<file path="src/rtl/wb_trace_pkg.sv">
// Shared types and default widths for the writeback trace recorder.
package wb_trace_pkg;

    localparam int REG_WIDTH_DEF   = 32;
    localparam int IDX_WIDTH_DEF   = 5;
    localparam int DEPTH_DEF       = 64;
    localparam int CYCLE_WIDTH_DEF = 32;

    typedef enum logic [1:0] {
        IDLE  = 2'd0,
        REC   = 2'd1,
        DRAIN = 2'd2
    } state_t;

    typedef struct packed {
        logic [CYCLE_WIDTH_DEF-1:0] cycle;
        logic [IDX_WIDTH_DEF-1:0]   idx;
        logic [REG_WIDTH_DEF-1:0]   val;
    } trace_entry_t;

    function automatic int entryWidth(input int cycleW, input int idxW, input int regW);
        return cycleW + idxW + regW;
    endfunction

endpackage

</file>
<file path="src/rtl/wb_trace_buffer_if.sv">
// Writeback snoop port plus valid/ready drain port of the trace recorder.
interface wb_trace_buffer_if #(
    parameter int REG_WIDTH   = 32,
    parameter int IDX_WIDTH   = 5,
    parameter int CYCLE_WIDTH = 32
) ();
    logic                   wb_en;
    logic [IDX_WIDTH-1:0]   wb_idx;
    logic [REG_WIDTH-1:0]   wb_val;
    logic                   rd_valid;
    logic                   rd_ready;
    logic [CYCLE_WIDTH-1:0] rd_cycle;
    logic [IDX_WIDTH-1:0]   rd_idx;
    logic [REG_WIDTH-1:0]   rd_val;

    modport master (
        output wb_en, wb_idx, wb_val, rd_ready,
        input  rd_valid, rd_cycle, rd_idx, rd_val
    );

    modport slave (
        input  wb_en, wb_idx, wb_val, rd_ready,
        output rd_valid, rd_cycle, rd_idx, rd_val
    );
endinterface

</file>
<file path="src/rtl/wb_trace_ram.sv">
// Simple dual-port trace storage: one write port, one registered read port.
module wb_trace_ram #(
    parameter int DEPTH = 64,
    parameter int WIDTH = 69
) (
    input  logic                     clk,
    input  logic                     rst,
    input  logic                     we,
    input  logic [$clog2(DEPTH)-1:0] wAddr,
    input  logic [WIDTH-1:0]         wData,
    input  logic [$clog2(DEPTH)-1:0] rAddr,
    output logic [WIDTH-1:0]         rData
);
    logic [WIDTH-1:0] mem_r [DEPTH];

    // storage write port
    always_ff @(posedge clk) begin
        if (we) begin
            mem_r[wAddr] <= wData;
        end
    end

    // registered read port
    always_ff @(posedge clk) begin
        if (rst) begin
            rData <= {WIDTH{1'b0}};
        end else begin
            rData <= mem_r[rAddr];
        end
    end
endmodule

</file>
<file path="src/rtl/wb_trace_buffer.sv">
// Writeback trace recorder: cycle-stamped circular buffer drained oldest-first.
// Optional macro WB_TRACE_FILTER_X0_EN drops writes to x0 instead of recording them.
module wb_trace_buffer
    import wb_trace_pkg::*;
#(
    parameter int REG_WIDTH   = REG_WIDTH_DEF,
    parameter int IDX_WIDTH   = IDX_WIDTH_DEF,
    parameter int DEPTH       = DEPTH_DEF,
    parameter int CYCLE_WIDTH = CYCLE_WIDTH_DEF,
    parameter int WRAP_MODE   = 1
) (
    input  logic                       clk,
    input  logic                       rst,
    input  logic                       arm,
    input  logic                       stop,
    wb_trace_buffer_if.slave           bus,
    output logic [$clog2(DEPTH):0]     count,
    output logic                       overflow,
    output logic                       busy
);
    localparam int PW = $clog2(DEPTH);
    localparam int CW = PW + 1;
    localparam int EW = entryWidth(CYCLE_WIDTH, IDX_WIDTH, REG_WIDTH);
    localparam bit WRAP_EN = (WRAP_MODE != 32'sd0);

    state_t                 state_r, stateNext_s;
    logic [PW-1:0]          wrPtr_r, rdPtr_r;
    logic [CW-1:0]          count_r;
    logic [CYCLE_WIDTH-1:0] cycle_r;
    logic                   overflow_r;
    logic                   fresh_r;
    logic                   accept_s, full_s, recWrite_s, ramWe_s, pop_s, rdValid_s;
    logic [EW-1:0]          rdData_s;

`ifdef WB_TRACE_FILTER_X0_EN
    assign accept_s = bus.wb_en & (bus.wb_idx != {IDX_WIDTH{1'b0}});
`else
    assign accept_s = bus.wb_en;
`endif

    assign full_s     = (count_r == CW'(DEPTH));
    assign recWrite_s = (state_r == REC) & accept_s;
    assign ramWe_s    = recWrite_s & (~full_s | WRAP_EN);
    // fresh_r marks that the registered RAM output reflects the entry at rdPtr_r
    assign rdValid_s  = (state_r == DRAIN) & (count_r != {CW{1'b0}}) & fresh_r;
    assign pop_s      = rdValid_s & bus.rd_ready;

    // state register
    always_ff @(posedge clk) begin
        if (rst) begin
            state_r <= IDLE;
        end else begin
            state_r <= stateNext_s;
        end
    end

    // next-state decode
    always_comb begin
        stateNext_s = state_r;
        case (state_r)
            IDLE:    if (arm) stateNext_s = REC; else stateNext_s = IDLE;
            REC:     if (stop) stateNext_s = DRAIN; else stateNext_s = REC;
            DRAIN:   if (count_r == {CW{1'b0}}) stateNext_s = IDLE; else stateNext_s = DRAIN;
            default: stateNext_s = IDLE;
        endcase
    end

    // pointers, occupancy, sticky overflow and cycle stamp
    always_ff @(posedge clk) begin
        if (rst || (state_r == IDLE && arm)) begin
            wrPtr_r    <= {PW{1'b0}};
            rdPtr_r    <= {PW{1'b0}};
            count_r    <= {CW{1'b0}};
            cycle_r    <= {CYCLE_WIDTH{1'b0}};
            overflow_r <= 1'b0;
            fresh_r    <= 1'b0;
        end else begin
            if (ramWe_s) wrPtr_r <= wrPtr_r + PW'(1);
            if ((ramWe_s & full_s) | pop_s) rdPtr_r <= rdPtr_r + PW'(1);
            if (ramWe_s & ~full_s) begin
                count_r <= count_r + CW'(1);
            end else if (pop_s) begin
                count_r <= count_r - CW'(1);
            end
            if (recWrite_s & full_s) overflow_r <= 1'b1;
            if (state_r == REC) cycle_r <= cycle_r + CYCLE_WIDTH'(1);
            fresh_r <= ~(ramWe_s | pop_s);
        end
    end

    wb_trace_ram #(.DEPTH(DEPTH), .WIDTH(EW)) uRam (
        .clk   (clk),
        .rst   (rst),
        .we    (ramWe_s),
        .wAddr (wrPtr_r),
        .wData ({cycle_r, bus.wb_idx, bus.wb_val}),
        .rAddr (rdPtr_r),
        .rData (rdData_s)
    );

    assign bus.rd_valid = rdValid_s;
    assign bus.rd_cycle = rdValid_s ? rdData_s[EW-1 -: CYCLE_WIDTH] : {CYCLE_WIDTH{1'b0}};
    assign bus.rd_idx   = rdValid_s ? rdData_s[REG_WIDTH +: IDX_WIDTH] : {IDX_WIDTH{1'b0}};
    assign bus.rd_val   = rdValid_s ? rdData_s[REG_WIDTH-1:0] : {REG_WIDTH{1'b0}};
    assign count        = count_r;
    assign overflow     = overflow_r;
    assign busy         = (state_r != IDLE);
endmodule

</file>
<file path="src/flat_wrapper.sv">
// flat-port wrapper written by rule: the top's interface ports become plain ports
module wb_trace_buffer_flat import wb_trace_pkg::*;
#(
    parameter int REG_WIDTH   = REG_WIDTH_DEF,
    parameter int IDX_WIDTH   = IDX_WIDTH_DEF,
    parameter int DEPTH       = DEPTH_DEF,
    parameter int CYCLE_WIDTH = CYCLE_WIDTH_DEF,
    parameter int WRAP_MODE   = 1
)
  (clk, rst, arm, stop, count, overflow, busy, bus_wb_en, bus_wb_idx, bus_wb_val, bus_rd_ready, bus_rd_valid, bus_rd_cycle, bus_rd_idx, bus_rd_val);
  wb_trace_buffer_if #(.REG_WIDTH(REG_WIDTH), .IDX_WIDTH(IDX_WIDTH), .CYCLE_WIDTH(CYCLE_WIDTH)) bus_i ();
  input  logic clk;
  input  logic rst;
  input  logic arm;
  input  logic stop;
  output logic [$clog2(DEPTH):0] count;
  output logic overflow;
  output logic busy;
  input wire logic [$bits(bus_i.wb_en)-1:0] bus_wb_en;
  input wire logic [$bits(bus_i.wb_idx)-1:0] bus_wb_idx;
  input wire logic [$bits(bus_i.wb_val)-1:0] bus_wb_val;
  input wire logic [$bits(bus_i.rd_ready)-1:0] bus_rd_ready;
  output wire logic [$bits(bus_i.rd_valid)-1:0] bus_rd_valid;
  output wire logic [$bits(bus_i.rd_cycle)-1:0] bus_rd_cycle;
  output wire logic [$bits(bus_i.rd_idx)-1:0] bus_rd_idx;
  output wire logic [$bits(bus_i.rd_val)-1:0] bus_rd_val;
  assign bus_i.wb_en = bus_wb_en;
  assign bus_i.wb_idx = bus_wb_idx;
  assign bus_i.wb_val = bus_wb_val;
  assign bus_i.rd_ready = bus_rd_ready;
  assign bus_rd_valid = bus_i.rd_valid;
  assign bus_rd_cycle = bus_i.rd_cycle;
  assign bus_rd_idx = bus_i.rd_idx;
  assign bus_rd_val = bus_i.rd_val;
  wb_trace_buffer #(.REG_WIDTH(REG_WIDTH), .IDX_WIDTH(IDX_WIDTH), .DEPTH(DEPTH), .CYCLE_WIDTH(CYCLE_WIDTH), .WRAP_MODE(WRAP_MODE)) u_core (.clk(clk), .rst(rst), .arm(arm), .stop(stop), .bus(bus_i), .count(count), .overflow(overflow), .busy(busy));
endmodule
</file>
<file path="config.mk">
export PLATFORM = sky130hd
export DESIGN_NAME = wb_trace_buffer_flat
export DESIGN_NICKNAME = d
export VERILOG_FILES = /design/src/rtl/wb_trace_pkg.sv /design/src/rtl/wb_trace_buffer_if.sv /design/src/rtl/wb_trace_ram.sv /design/src/rtl/wb_trace_buffer.sv /design/src/flat_wrapper.sv
export SDC_FILE = /design/constraint.sdc
export NUM_CORES = 2
export LEC_CHECK = 0
export ABC_AREA = 0
export BUFFER_PORTS_ARGS = -buffer_cell sky130_fd_sc_hd__buf_2
export CORE_AREA = 5 5 557 504
export DETAILED_ROUTE_END_ITERATION = 16
export DIE_AREA = 0 0 562 509
export PLACE_DENSITY = 0.79
export RECOVER_POWER = 50
export SETUP_SLACK_MARGIN = 0.1
export SLEW_MARGIN = 30
export SYNTH_ARGS = -nofsm -noshare
export SYNTH_HDL_FRONTEND = slang
export SYNTH_MEMORY_MAX_BITS = 65536
export SYNTH_SLANG_ARGS = --single-unit
</file>
<file path="constraint.sdc">
create_clock -name clk -period 6.5 [get_ports clk]
set_input_delay 1.3 -clock clk [delete_from_list [all_inputs] [get_ports clk]]
set_output_delay 1.3 -clock clk [all_outputs]
set_load 0.01 [all_outputs]
</file>
; ---- After elaboration in Yosys (flattened, before gate mapping)
; Memories as Yosys holds them, arrays and structs flattened. A register that Yosys moved wholly into a read port is not among the register bits.
; Index checks and enable logic that the tools add are counted.
[totals]
memories = 1
input_bits = 43
reg_bits = 55
ramBits = 4416
out_inout_bits = 79
elab_cells = 44
[classes]
n_reduce_logical = 7
add_sub_neg = 5
mux = 11
bitwise_logic = 10
eq_ne = 3
[mem_list]
columns = name, depth, word_bits, read_ports, rd_ports_with_merged_regs, write_ports, line_no
row1 = u_core.uRam.mem_r, 64, 69, 1, 1, 1, wb_trace_ram.sv:14  ; logic [WIDTH-1:0] mem_r [DEPTH];
[op_table]
columns = op, count
row1 = $mux W32, 2
row2 = $add A32 B1 Y32 const B, 1
row3 = $mux W7, 2
row4 = $add A6 B1 Y6 const B, 2
row5 = $add A7 B1 Y7 const B, 1
row6 = $eq A7 B7 Y1 const B, 1
row7 = $logic_not A7 Y1, 1
row8 = $reduce_bool A7 Y1, 1
row9 = $sub A7 B1 Y7 const B, 1
row10 = $and A1 B1 Y1, 6
row11 = $pmux W2 S3, 1
row12 = $mux W5, 1
row13 = $mux W2, 2
row14 = $reduce_bool A2 Y1, 2
row15 = $mux W1, 3
row16 = $eq A2 B1 Y1 const B, 1
row17 = $eq A2 B2 Y1 const B, 1
row18 = $logic_not A2 Y1, 1
row19 = $not A1 Y1, 2
row20 = $or A1 B1 Y1, 2
row21 = $logic_and A1 B1 Y1, 1
row22 = $logic_or A1 B1 Y1, 1

; ---- Depth between registers and ports, before layout
[depth]
ltp_word = 6
ltp_mapped = 10
depth_no_buf = 9

; ---- Cells and area by module
; A second synthesis with hierarchy kept.
[hier_totals]
cells_unflattened = 8246
hier_area_um2 = 173574.0
[modules_own_cells]
columns = module, n_inst, area_per_inst_um2, cells_each, seq_area_each_um2
row1 = wb_trace_ram, 1, 170457.2, 7861, 133988.5
row2 = wb_trace_buffer, 1, 3116.7, 385, 1101.1

; ---- Worst setup path after synthesis
; No wires, ideal clock.
[synth_path]
kind = input to register
from = input port bus_wb_en
to = memory u_core.uRam.mem_r[31][0] (enable)
setup_time_ns = 0.498
path_stages = 4
required_ns = 6.002
n_path_buf = 1
slack_ns = 1.155
arrival_ns = 4.846
cell_sequence = and3_1 clkbuf_1 nand3_1 nor2_1
[synth_between]
elab_chain_cells = 3
[synth_rtl]
columns = item, line_no
row1 = "start, declared", flat_wrapper.sv:19  ; input wire logic [$bits(bus_i.wb_en)-1:0] bus_wb_en;
row2 = $and A1 B1 Y1, wb_trace_buffer.sv:42  ; assign recWrite_s = (state_r == REC) & accept_s;
row3 = $mux W1, wb_trace_ram.sv:18  ; if (we) begin
row4 = $mux W1 (implied by the code), wb_trace_ram.sv:19  ; mem_r[wAddr] <= wData;
row5 = "end, declared", wb_trace_ram.sv:14
; Every way passes these cells.

; ---- Worst setup path after layout
[layout_path]
from = register u_core.cycle_r[1]
to = register u_core.cycle_r[28]
[layout_between]
elab_chain_cells = 1
[layout_rtl]
columns = item, line_no
row1 = "start, declared", wb_trace_buffer.sv:29  ; logic [CYCLE_WIDTH-1:0] cycle_r;
row2 = "start signal, assigned", wb_trace_buffer.sv:74  ; cycle_r <= {CYCLE_WIDTH{1'b0}};
row3 = "start signal, assigned", wb_trace_buffer.sv:86  ; if (state_r == REC) cycle_r <= cycle_r + CYCLE_WIDTH'(1);
row4 = $add A32 B1 Y32, wb_trace_buffer.sv:86
; Every way passes these cells.
; A chain may end at the register's enable or synchronous reset.

==> impl_metrics.tcl <==
set metrics [dict create \
    cp_max_fo 67 \
    slowest_delay_ns 2.09 \
    min_path_cells 2 \
    die_w_um 562 \
    slew_viol_final 4607 \
    sw_frac_of_total_pct 19.7 \
    viasPerCell 7.47 \
    post-place-ws_ns 1.66 \
    powerDensity_nw_per_um2 300 \
    met1_usage_pct 45.2 \
    worstHoldStart "u_core.overflow" \
    drc_errors 0 \
    synth_edf_count 4416 \
    fp.coreArea_um2 275000 \
    syn_nets 7681 \
    grtUsageMet2_pct 51.7 \
    die_h_um 509 \
    crit_path_top_delay_cell "clkbuf_1" \
    synth_cell_types 64 \
    ant_nets 0 \
    cts_resized 0 \
    postCtsSetupBuffers 0 \
    switchingPower_w 0.0114 \
    grt_pass1_wl_mm 674 \
    antenna_found_initial 21 \
    drt_first_iter_violations 15200 \
    timing.rr.start "u_core.cycle_r[1]" \
    area_growth_pct 11.8 \
    grt_overflow 0 \
    yosys_most_used_dff "edfxtp_1" \
    hold_buffers 0 \
    p_int_w 0.0464 \
    reg2reg_slack_ns 1.31 \
    tritoncts "yes" \
    yosysWarnings 0 \
    cp.buffers_inverters 1 \
    h-tree-depth 5 \
    grt_setup_unrepaired "false" \
    worstSetupPathType "reg -> reg" \
    rows 183 \
    power_frac_clock_pct 43.3 \
    finalHoldViolations 0 \
    drt-pass1-iter-count 6 \
    grt.busiest_layer "met2" \
    clock_skew_ns 0.0557 \
    reg2reg_depth 7 \
    cp_cell_sequence "clkbuf_1, ha_1, nand4b_1, or4_1, nor4b_2, xnor2_1, nor2_1" \
    start_kind "flip-flop" \
    p_leak_nw 58.6 \
    path_delay_family "buffers and inverters" \
    numCtsBuffers 423 \
    fillerInstances 15000 \
    pwr-share-seq_pct 55.4 \
    maxCapViolCount 74 \
    crit_required_ns 7.35 \
    min_period_ns 5.19 \
    synth_top_cell_area_share_pct 77.0 \
    cts-root-buf "clkbuf_16" \
    clockBufferDepth 4 \
    post-route-period-util_pct 79.8 \
    grtUsageTotal_pct 33.5 \
    globalRouteMet3Util_pct 8.27 \
    start_util_pct 62.7 \
    whs_endpoint "u_core.overflow" \
    final-setup-viol-count 0 \
    status "finished, violations left" \
    slew_headroom_pct -142 \
    ir_worst_vdd_mv 0.269 \
    grt_pass1_vias 89700 \
    yosysTopAreaCell "edfxtp_1" \
    regToRegEndpoint "u_core.cycle_r[28]" \
    ioPinCount 122 \
    syn-cell-area_um2 172000 \
    multiInputGateArea_um2 35400 \
    ys_top_cells_by_area "edfxtp_1 (77%), mux4_2 (13%), mux2i_1 (2.4%), dfxtp_1 (1.4%), o22ai_1 (0.69%)" \
    clk-insertion-delay-late_ns 0.95 \
    violations "max-capacitance violations, max-slew violations" \
    synthCells 7628 \
    worst_setup_path_end_kind "flip-flop" \
    dieArea_um2 286000 \
    worst_slack_ns 1.31 \
    tightest_slew_ns 3.62 \
    wl_per_cell_um 39.9 \
    fin_tns_setup_ns 0 \
    ff_latch_area_um2 135000 \
    arrival_ns 6.04 \
    hpwl_mm 251 \
    drive_above_1_share_pct 25.2 \
    fmax_ghz 0.193 \
    path_clk_slew_ns 0.06 \
    grt_max_degree 118 \
    drt-total-wl_mm 480 \
    ys_seq_area_share_pct 78.5 \
    dr_total_vias 89700 \
    synthArstFlopShare_pct 0 \
    gp_congestion 0.851 \
    cts.sinks 4540 \
    portBuffers 121 \
    fin_nets 8104 \
    avgSynthCellArea_um2 22.6 \
    combPwrFrac_pct 1.3 \
    ys_ff_latch 4540 \
    min_path_type "reg -> reg" \
]
## state kept, by name, summed over array words and instances, names as in the netlist
register / flops
u_core.uRam.mem_r: 4416
u_core.uRam.rData: 69
u_core.cycle_r: 32
u_core.count: 7
u_core.rdPtr_r: 6
u_core.wrPtr_r: 6
u_core.state_r: 2
u_core.fresh_r: 1
u_core.overflow: 1
## worst max path at each step
stage	start	end	slack (ns)	depth (start not counted)
after global placement	bus_wb_en	u_core.uRam.mem_r[35][55]	1.71	6
final	u_core.cycle_r[1]	u_core.cycle_r[28]	1.31	7
after detailed placement	bus_wb_en	u_core.uRam.mem_r[35][55]	1.66	6
after floorplan	bus_wb_en	u_core.uRam.mem_r[31][0]	1.16	4
after global routing	u_core.cycle_r[1]	u_core.cycle_r[24]	1.15	7
after CTS	u_core.count[2]	bus_rd_val[8]	1.88	5
## kinds of logic (layout without fill, tap and decap cells)
group,after synthesis,in the layout,share of synthesized area (%)
xor gates and xnor gates,40,40,0.204
muxes,1436,1436,15.7
AOI/OAI and AO/OA,694,694,2.90
other,0,8,0
and+or+nand+nor,463,463,1.28
DFF,4540,4540,78.5
buffers and inverters,445,1220,1.35
adders and majority gates,10,10,0.0770
## power groups by stage
stage / Combinational [W] / Clock, W / Sequential (W)
floorplan: 0.000346 / 0 / 0.0326
detailed placement: 0.000765 / 0 / 0.0326
global route: 0.000814 / 0.0264 / 0.0320
CTS: 0.000779 / 0.0251 / 0.0319
global placement: 0.000727 / 0 / 0.0326
finish: 0.000773 / 0.0250 / 0.0320
## routing by layer
layer  share of wire, %  routed length, µm
met5             0.0071                 34
met4                6.5              31100
met3                 14              66800
met2                 47             226000
met1                 32             156000
## synthesized netlist by cell type (all sizes together), types with 4 or more instances
cell and instances:
a2111oi 82, a211o 49, a211oi 35, a21oi 107
a221o 10, a221oi 55, and2 75, and3 6
and4 4, buf 281, clkbuf 148, dfxtp 124
edfxtp 4416, ha 9, inv 16, mux2 10
mux2i 414, mux4 1012, nand2 105, nand2b 8
nand3 17, nand3b 4, nand4 11, nor2 188
nor2b 8, nor3 9, nor4 7, o21a 13
o21ai 40, o221ai 44, o22a 10, o22ai 190
o2bb2ai 35, o32ai 10, or2 5, or3 4
or4 4, xnor2 20, xor2 20
## tightest hold or removal path, stage by stage, from the launching register on
cell,delay [ns]
dfxtp_1,0.36
a41oi_1,0.06
nor2_1,0.08
## layout by cell type, fill, tap and decap left out, types with 47 or more instances in the layout
cell type,n
a2111oi_0,53
a211o_1,49
a21oi_1,106
a221oi_1,55
and2_1,73
buf_12,48
buf_2,97
buf_4,199
bufinv_16,47
clkbuf_1,140
clkbuf_16,430
clkinv_1,81
clkinv_2,90
dfxtp_1,114
edfxtp_1,4416
mux2i_1,414
mux4_2,1012
nand2_1,100
nor2_1,125
nor2_4,59
o22ai_1,190
## through the flow
stage	hold slack [ns]	total power, W	util, %	cell area [µm²]	cells
2_1_floorplan	0.487	0.0329	-	172000	7628
3_3_place_gp	0.480	0.0333	65.0	178000	11200
3_5_place_dp	0.505	0.0333	65.1	179000	11200
4_1_cts	0.514	0.0578	70.2	193000	12000
5_1_grt	0.557	0.0592	70.1	192000	12000
6_report	0.535	0.0577	70.1	192000	12000
## cell type report
cell class              count  area share (%)
well taps                3607            2.35
diodes                      8          0.0104
multi-input cells        2643            18.4
flip-flops and latches   4540            70.2
inverters                  16          0.0325
clock buffers             518            5.85
repair buffers            427            1.81
clock inverters           259            1.36
Power figures use the tool's default switching activity.
